**src/rtl/msg_rom_streamer.sv**
```systemverilog
// Streams a fixed ROM message ("ASSIGNMENT") one character per transfer over a
// valid/ready handshake, with optional looping, abort and a completed-pass counter.
module msg_rom_streamer #(
    parameter int unsigned DATA_W  = 8,
    parameter int unsigned DEPTH   = 16,
    parameter int unsigned MSG_LEN = 10,
    localparam int unsigned ADDR_W = $clog2(DEPTH)
) (
    input  logic              clk,
    input  logic              rst,
    input  logic              start,
    input  logic              loop,
    input  logic              abort,
    input  logic              out_ready,
    output logic              out_valid,
    output logic [DATA_W-1:0] out_data,
    output logic [ADDR_W-1:0] out_idx,
    output logic              out_last,
    output logic              busy,
    output logic              done,
    output logic [7:0]        pass_cnt
);

    localparam logic [ADDR_W-1:0] LastIdx = ADDR_W'(MSG_LEN - 1);

    typedef enum logic [0:0] {
        StIdle,
        StStream
    } state_e;

    state_e            state_q, state_d;
    logic [ADDR_W-1:0] idx_q, idx_d;
    logic              done_q, done_d;
    logic [7:0]        pass_q, pass_d;

    logic xfer;
    logic at_last;

    // Character ROM; anything past the message text reads as zero.
    function automatic logic [DATA_W-1:0] rom_char(input logic [ADDR_W-1:0] a);
        logic [31:0] c;
        case (int'(a))
            0:       c = 32'h41;
            1:       c = 32'h53;
            2:       c = 32'h53;
            3:       c = 32'h49;
            4:       c = 32'h47;
            5:       c = 32'h4E;
            6:       c = 32'h4D;
            7:       c = 32'h45;
            8:       c = 32'h4E;
            9:       c = 32'h54;
            default: c = 32'h00;
        endcase
        return DATA_W'(c);
    endfunction

    // State, index, done pulse and pass counter registers.
    always_ff @(posedge clk or posedge rst) begin
        if (rst) begin
            state_q <= StIdle;
            idx_q   <= '0;
            done_q  <= 1'b0;
            pass_q  <= 8'd0;
        end else begin
            state_q <= state_d;
            idx_q   <= idx_d;
            done_q  <= done_d;
            pass_q  <= pass_d;
        end
    end

    assign xfer    = (state_q == StStream) && out_ready;
    assign at_last = (idx_q == LastIdx);

    // Next-state logic; abort outranks any transfer in the same cycle.
    always_comb begin
        state_d = state_q;
        idx_d   = idx_q;
        done_d  = 1'b0;
        pass_d  = pass_q;
        unique case (state_q)
            StIdle: begin
                if (start && !abort) begin
                    state_d = StStream;
                    idx_d   = '0;
                end
            end
            StStream: begin
                if (abort) begin
                    state_d = StIdle;
                    idx_d   = '0;
                end else if (xfer) begin
                    if (at_last) begin
                        pass_d = pass_q + 8'd1;
                        idx_d  = '0;
                        if (!loop) begin
                            state_d = StIdle;
                            done_d  = 1'b1;
                        end
                    end else begin
                        idx_d = idx_q + ADDR_W'(1);
                    end
                end
            end
            default: begin
                state_d = StIdle;
                idx_d   = '0;
            end
        endcase
    end

    // Outputs come straight from registered state; data is a direct ROM read.
    always_comb begin
        out_valid = (state_q == StStream);
        busy      = (state_q == StStream);
        out_idx   = idx_q;
        out_data  = rom_char(idx_q);
        out_last  = (state_q == StStream) && at_last;
        done      = done_q;
        pass_cnt  = pass_q;
    end

endmodule
```
**config.mk**
```make
export PLATFORM = sky130hd
export DESIGN_NAME = msg_rom_streamer
export DESIGN_NICKNAME = d
export VERILOG_FILES = /design/src/rtl/msg_rom_streamer.sv
export SDC_FILE = /design/constraint.sdc
export NUM_CORES = 1
export LEC_CHECK = 0
export ABC_AREA = 1
export CAP_MARGIN = 20
export CORE_ASPECT_RATIO = 0.8
export CORE_MARGIN = 1.5
export CORE_UTILIZATION = 45
export CTS_BUF_LIST = sky130_fd_sc_hd__clkbuf_8
export DETAILED_ROUTE_END_ITERATION = 7
export PLACE_DENSITY = 0.85
export RECOVER_POWER = 25
export SETUP_SLACK_MARGIN = 0.5
export SKIP_LAST_GASP = 1
export SLEW_MARGIN = 20
export SYNTH_ARGS = -nofsm -noshare
export SYNTH_HDL_FRONTEND = slang
export SYNTH_SLANG_ARGS = --single-unit
```
**constraint.sdc**
```tcl
create_clock -name clk -period 1.5 [get_ports clk]
set_input_delay 0.45 -clock clk [delete_from_list [all_inputs] [get_ports clk]]
set_output_delay 0.45 -clock clk [all_outputs]
set_load 0.02 [all_outputs]
```
; Word level (Yosys, flattened, before mapping)
; Memory sizes are Yosys's and may differ from the RTL's.
; Cells that the tools add are included.
[classes]
add_sub_neg = 2
eq_ne = 3
mux = 16
bitwise = 2
n_reduce_logical = 6
[ops]
columns = op, n
row1 = $mux 4, 4
row2 = $mux 1, 10
row3 = $add 8x1->8 const B, 1
row4 = $pmux 4 s2, 1
row5 = $add 4x1->4 const B, 1
row6 = $eq 4x4->1 const B, 1
row7 = $reduce_and 4->1, 1
row8 = $logic_and 1x1->1, 3
row9 = $ne 3x2->1 const B, 1
row10 = $ne 2x2->1 const B, 1
row11 = $not 1->1, 2
row12 = $pmux 1 s2, 1
row13 = $reduce_and 2->1, 1
row14 = $logic_not 1->1, 1
[totals]
reg_bits = 14
rom_bits = 96
wordCells = 34
memories = 1
[memory_table]
columns = memory, depth, word_bits, rd, rd_clocked_by_memory_dff, wr, line_no
row1 = (no name shown), 16, 6, 1, 0, 0, 42  ; case (int'(a))

; Longest topological paths before layout
[depth]
depth_word = 5
ltp_mapped = 8

; Worst setup path after synthesis
; No wires, ideal clock.
[synth_timing]
path_type = reg-to-output
startpoint = reg idx_q[0] (netlist: out_idx[0])
endpoint = out out_data[1]
t_arrival_ns = 1.482
required_ns = 1.050
slack_ns = -0.432
path_stages_with_launch = 5
path_cell_list = dfrtp_1 > inv_1 > ha_1 > o21ai_0 > o21ai_0
[synth_via]
elab_chain_cells = 1
[synth_rtl]
columns = element, line_no
row1 = from (decl), 32  ; logic [ADDR_W-1:0] idx_q, idx_d;
row2 = from (signal assigned), 67  ; idx_q <= idx_d;
row3 = $mem_v2 16x6, n/a
row4 = to (decl), 16  ; output logic [DATA_W-1:0] out_data,
; No other way between the ends.

; Worst setup path in the final report
[layout_timing]
startpoint = reg idx_q[1] (netlist: out_idx[1])
endpoint = out out_data[3]
; The elaborated chain is that of the path after synthesis.

==> results by group <==
Finish
  • Storage element area: 355.3 sq um
  • Post-route non-filler standard cell count: 220
  • Antenna diode instance count: 0
  • Commonest cells after routing, fill and taps aside: sky130_fd_sc_hd__buf_4, sky130_fd_sc_hd__buf_6, sky130_fd_sc_hd__nand2_1, sky130_fd_sc_hd__nand2_2, sky130_fd_sc_hd__dfrtp_1
  • Fraction of final layout cells sized beyond drive strength 1: 61.73%
  • Number of fillers in the final layout: 43
  • Leading cell type in the layout, fill and taps excluded: sky130_fd_sc_hd__buf_4
  • Syn-to-layout area delta: 96.20%
  • Number of nets in the layout: 208
  • Footprint of the multi-input gates: 744.5 sq um

Placed design
  • Placer's final routability congestion estimate: 0.8145
  • Half-perimeter wire length of the detailed placement result: 2.339 mm
  • Count of placed standard cells including taps: 205
  • Number of I/O port buffers: 27

Logic synthesis
  • Xor-xnor portion of the synthesized cell area: 3.670%
  • Combinational family with the most area after synthesis: simple AND/OR/NAND/NOR gates
  • Fraction of synthesized cell area taken by the top area cell type: 36.70%
  • Count of cell types in the netlist: 23
  • Post-Synthesis Cells: 130
  • Compound-Gate Fraction of Synth Area: 6.160%
  • Mean Syn Cell Area: 7.344 sq um
  • Simple-gate share of the synthesized area: 37.48%
  • Mux cell area share after synthesis: 0%
  • Arithmetic-cell share of the synthesized area counting full adders, half adders and majority gates: 5.242%
  • Ranking of synthesized cells by area: sky130_fd_sc_hd__dfrtp_1, sky130_fd_sc_hd__nand2_1, sky130_fd_sc_hd__nand3_1
  • Count of state elements after synthesis: 14
  • Seq/Total Area, Yosys: 36.70%
  • Library cell occupying the most area in the post-synthesis netlist: sky130_fd_sc_hd__dfrtp_1
  • Synthesized area: 954.7 sq um
  • Yosys warns: 0

Floorplanning
  • Total Die Area: 0.002408 sq mm
  • Std-Cell Core Area: 0.001944 sq mm
  • Floorplan die height: 44.20 microns
  • Starting Density: 49.10%
  • Total I/O pin count: 30
  • Cell Rows: 14
  • Die Wd: 54.50 microns

Worst setup path
  • Required time of the worst setup path: 1050 ps
  • Library cell appearing most often on the critical path: sky130_fd_sc_hd__o21ai_2
  • Kind of end point of the critical path: output pin
  • R2R depth: 9
  • Worst-path fanout max: 4
  • Setup CP Type: reg -> out
  • Slowest cell delay on critical path: 450 ps
  • Crit start category: flip-flop
  • CP endpoint: out_data[3]
  • Ordered list of cells on the worst path: inv_4 -> ha_4 -> o21ai_2 -> o21ai_2 -> buf_6
  • Crit path launch: out_idx[1]
  • Slowest library cell on the worst path: sky130_fd_sc_hd__dfrtp_2
  • Reg-to-reg setup timing slack: -250 ps
  • FF-to-FF End: pass_cnt[5]
  • Reg-to-Reg Start: out_idx[1]
  • Data arrival time of the critical path: 1420 ps

Pwr
  • Pwr Density: 623.4 mW/mm^2
  • Largest voltage drop on the vdd net: 0.0009335 V
  • Leak: 0.0009552 uW

Clock tree
  • Clock root cell: sky130_fd_sc_hd__clkbuf_8
  • Clock slew at reported path FFs: 60 ps
  • Clock latency on the worst-skew pair: 270 ps
  • Clock buffer count from CTS: 3
  • Clock Tree Buf Depth: 2
  • CTS tree: built
  • Number of H-tree levels: 1
  • Clock Sinks: 14
  • Hold buffer count at cts: 0

Status
  • Status: complete, but fails checks
  • Violations in the final reports: setup timing

Timing
  • Period utilization: 124.4%
  • Final slew viol count: 0
  • Setup repair after global routing missed its margin: true
  • Pin slew with the least headroom to its limit: 846.1 ps
  • Final setup violation count: 18
  • Max transition margin: 43.59%
  • Worst clock skew: 3.285 ps
  • Post-route worst setup slack: -365.7 ps
  • WHS: 486.3 ps
  • Time the worst path needs with I/O delays and setup: 1866 ps
  • Post-route setup TNS: -3621 ps
  • Maximum clock frequency: 536.0 MHz
  • Final count of hold timing violations: 0

Worst hold path
  • Kind of path behind the tightest hold check: in -> reg

Flow run
  • Count of max-cap constraint violations: 0

Drt
  • Count of nets left with antenna violations after detail routing: 0
  • Via count: 1345
  • First-pass iteration count of the detailed router: 4
  • Number of violations reported at the end of detailed-routing iteration 0: 92
  • Via density per instance: 6.114
  • DRC violation count after routing: 0
  • Total Wirelength: 5.065 mm
  • Routed length per instance: 23.02 microns

Global route
  • Maximum number of pins on one net before global-route repair: 15
  • Antenna violations before repair: 0
  • GRT Resource Usage Total: 37.73%
  • Global route total overflow: 0
  • Wire length of the first global-routing pass: 6.244 mm
  • Number of global-route vias before repair: 1247
==> stage by stage <==
step	cell area, sq um	power [uW]	setup WS, ps	util (%)
after floorplan	1031	587.3	-45.02	-
after global placement	1496	713.4	-438.9	76.96
after detailed placement	1496	731.9	-481.6	76.96
after CTS	1712	1094	-311.5	88.03
after global routing	1873	1193	-409.5	96.33
final	1873	1168	-365.7	96.33
==> how the worst min path moves through the flow <==
stage | from | to | slack, ps | cells past startpoint
2_1_floorplan | rst | done | 340 | 1
3_3_place_gp | pass_cnt[7] | pass_cnt[7] | 500 | 2
3_5_place_dp | pass_cnt[7] | pass_cnt[7] | 510 | 2
4_1_cts | rst | out_idx[1] | 500 | 3
5_1_grt | abort | done | 490 | 2
6_report | abort | done | 490 | 2
==> cell type report <==
cell class | instances | share of cell area, %
Inverter | 17 | 4.876
Clock buffer | 3 | 2.204
Multi-Input combinational cell | 96 | 39.75
Sequential cell | 14 | 18.97
Tap cell | 24 | 1.603
Timing Repair Buffer | 66 | 32.60
==> synthesized netlist by cell type <==
library cell	number
sky130_fd_sc_hd__xnor2_1	3
sky130_fd_sc_hd__nand2_1	44
sky130_fd_sc_hd__nand2_2	1
sky130_fd_sc_hd__dfrtp_1	14
sky130_fd_sc_hd__buf_4	4
sky130_fd_sc_hd__o21ai_0	7
sky130_fd_sc_hd__nand4_1	3
sky130_fd_sc_hd__inv_1	14
sky130_fd_sc_hd__nor2_1	10
sky130_fd_sc_hd__o21ai_2	1
sky130_fd_sc_hd__ha_1	4
sky130_fd_sc_hd__conb_1	1
sky130_fd_sc_hd__nand3b_1	1
sky130_fd_sc_hd__nand3_4	1
sky130_fd_sc_hd__o21ai_1	1
sky130_fd_sc_hd__nor2_8	1
sky130_fd_sc_hd__nor3_1	1
sky130_fd_sc_hd__xor2_1	1
sky130_fd_sc_hd__nand3_1	12
sky130_fd_sc_hd__a21oi_1	2
sky130_fd_sc_hd__clkinv_4	1
sky130_fd_sc_hd__nand2_8	1
sky130_fd_sc_hd__inv_2	2
==> state kept, by name (all words and copies together), names as in the netlist <==
signal / count
out_idx: 4
busy: 1
pass_cnt: 8
done: 1
==> power breakdown <==
group	internal, uW	total, uW	switching (uW)
clock network	179	345	166
registers	394	415	21.8
logic	179	407	228
==> per-layer routing <==
| metal | track usage [%] | share of wire, % | vias to the layer above |
|---|---|---|---|
| met5 | 0 | 0 | - |
| met4 | 16.50 | 6.7 | 0 |
| met3 | 11.49 | 12 | 40 |
| met2 | 61.45 | 46 | 121 |
| met1 | 45.81 | 35 | 637 |
| li1 | - | - | 547 |
==> repair_timing <==
item                                    CTS  global route
buffers inserted                          7             5
endpoints found under the setup margin   36            36
pin swaps                                17            14
resized for setup                       156            41
cloned                                    0             0
==> cell families after synthesis <==
family | after synthesis
other | 1
AOI/OAI and AO/OA | 11
DFF | 14
adders and majority gates | 4
buffers and inverters | 21
xor gates and xnor gates | 4
and+or+nand+nor | 75
==> critical path, delay by kind of cell (launching register included) <==
kind / cells / cell delay (ps)
buf+inv: 2 / 240
compound gates: 2 / 230
flops: 1 / 450
fa+ha+maj: 1 / 220
Note: power is estimated with default switching activity, not from simulation.
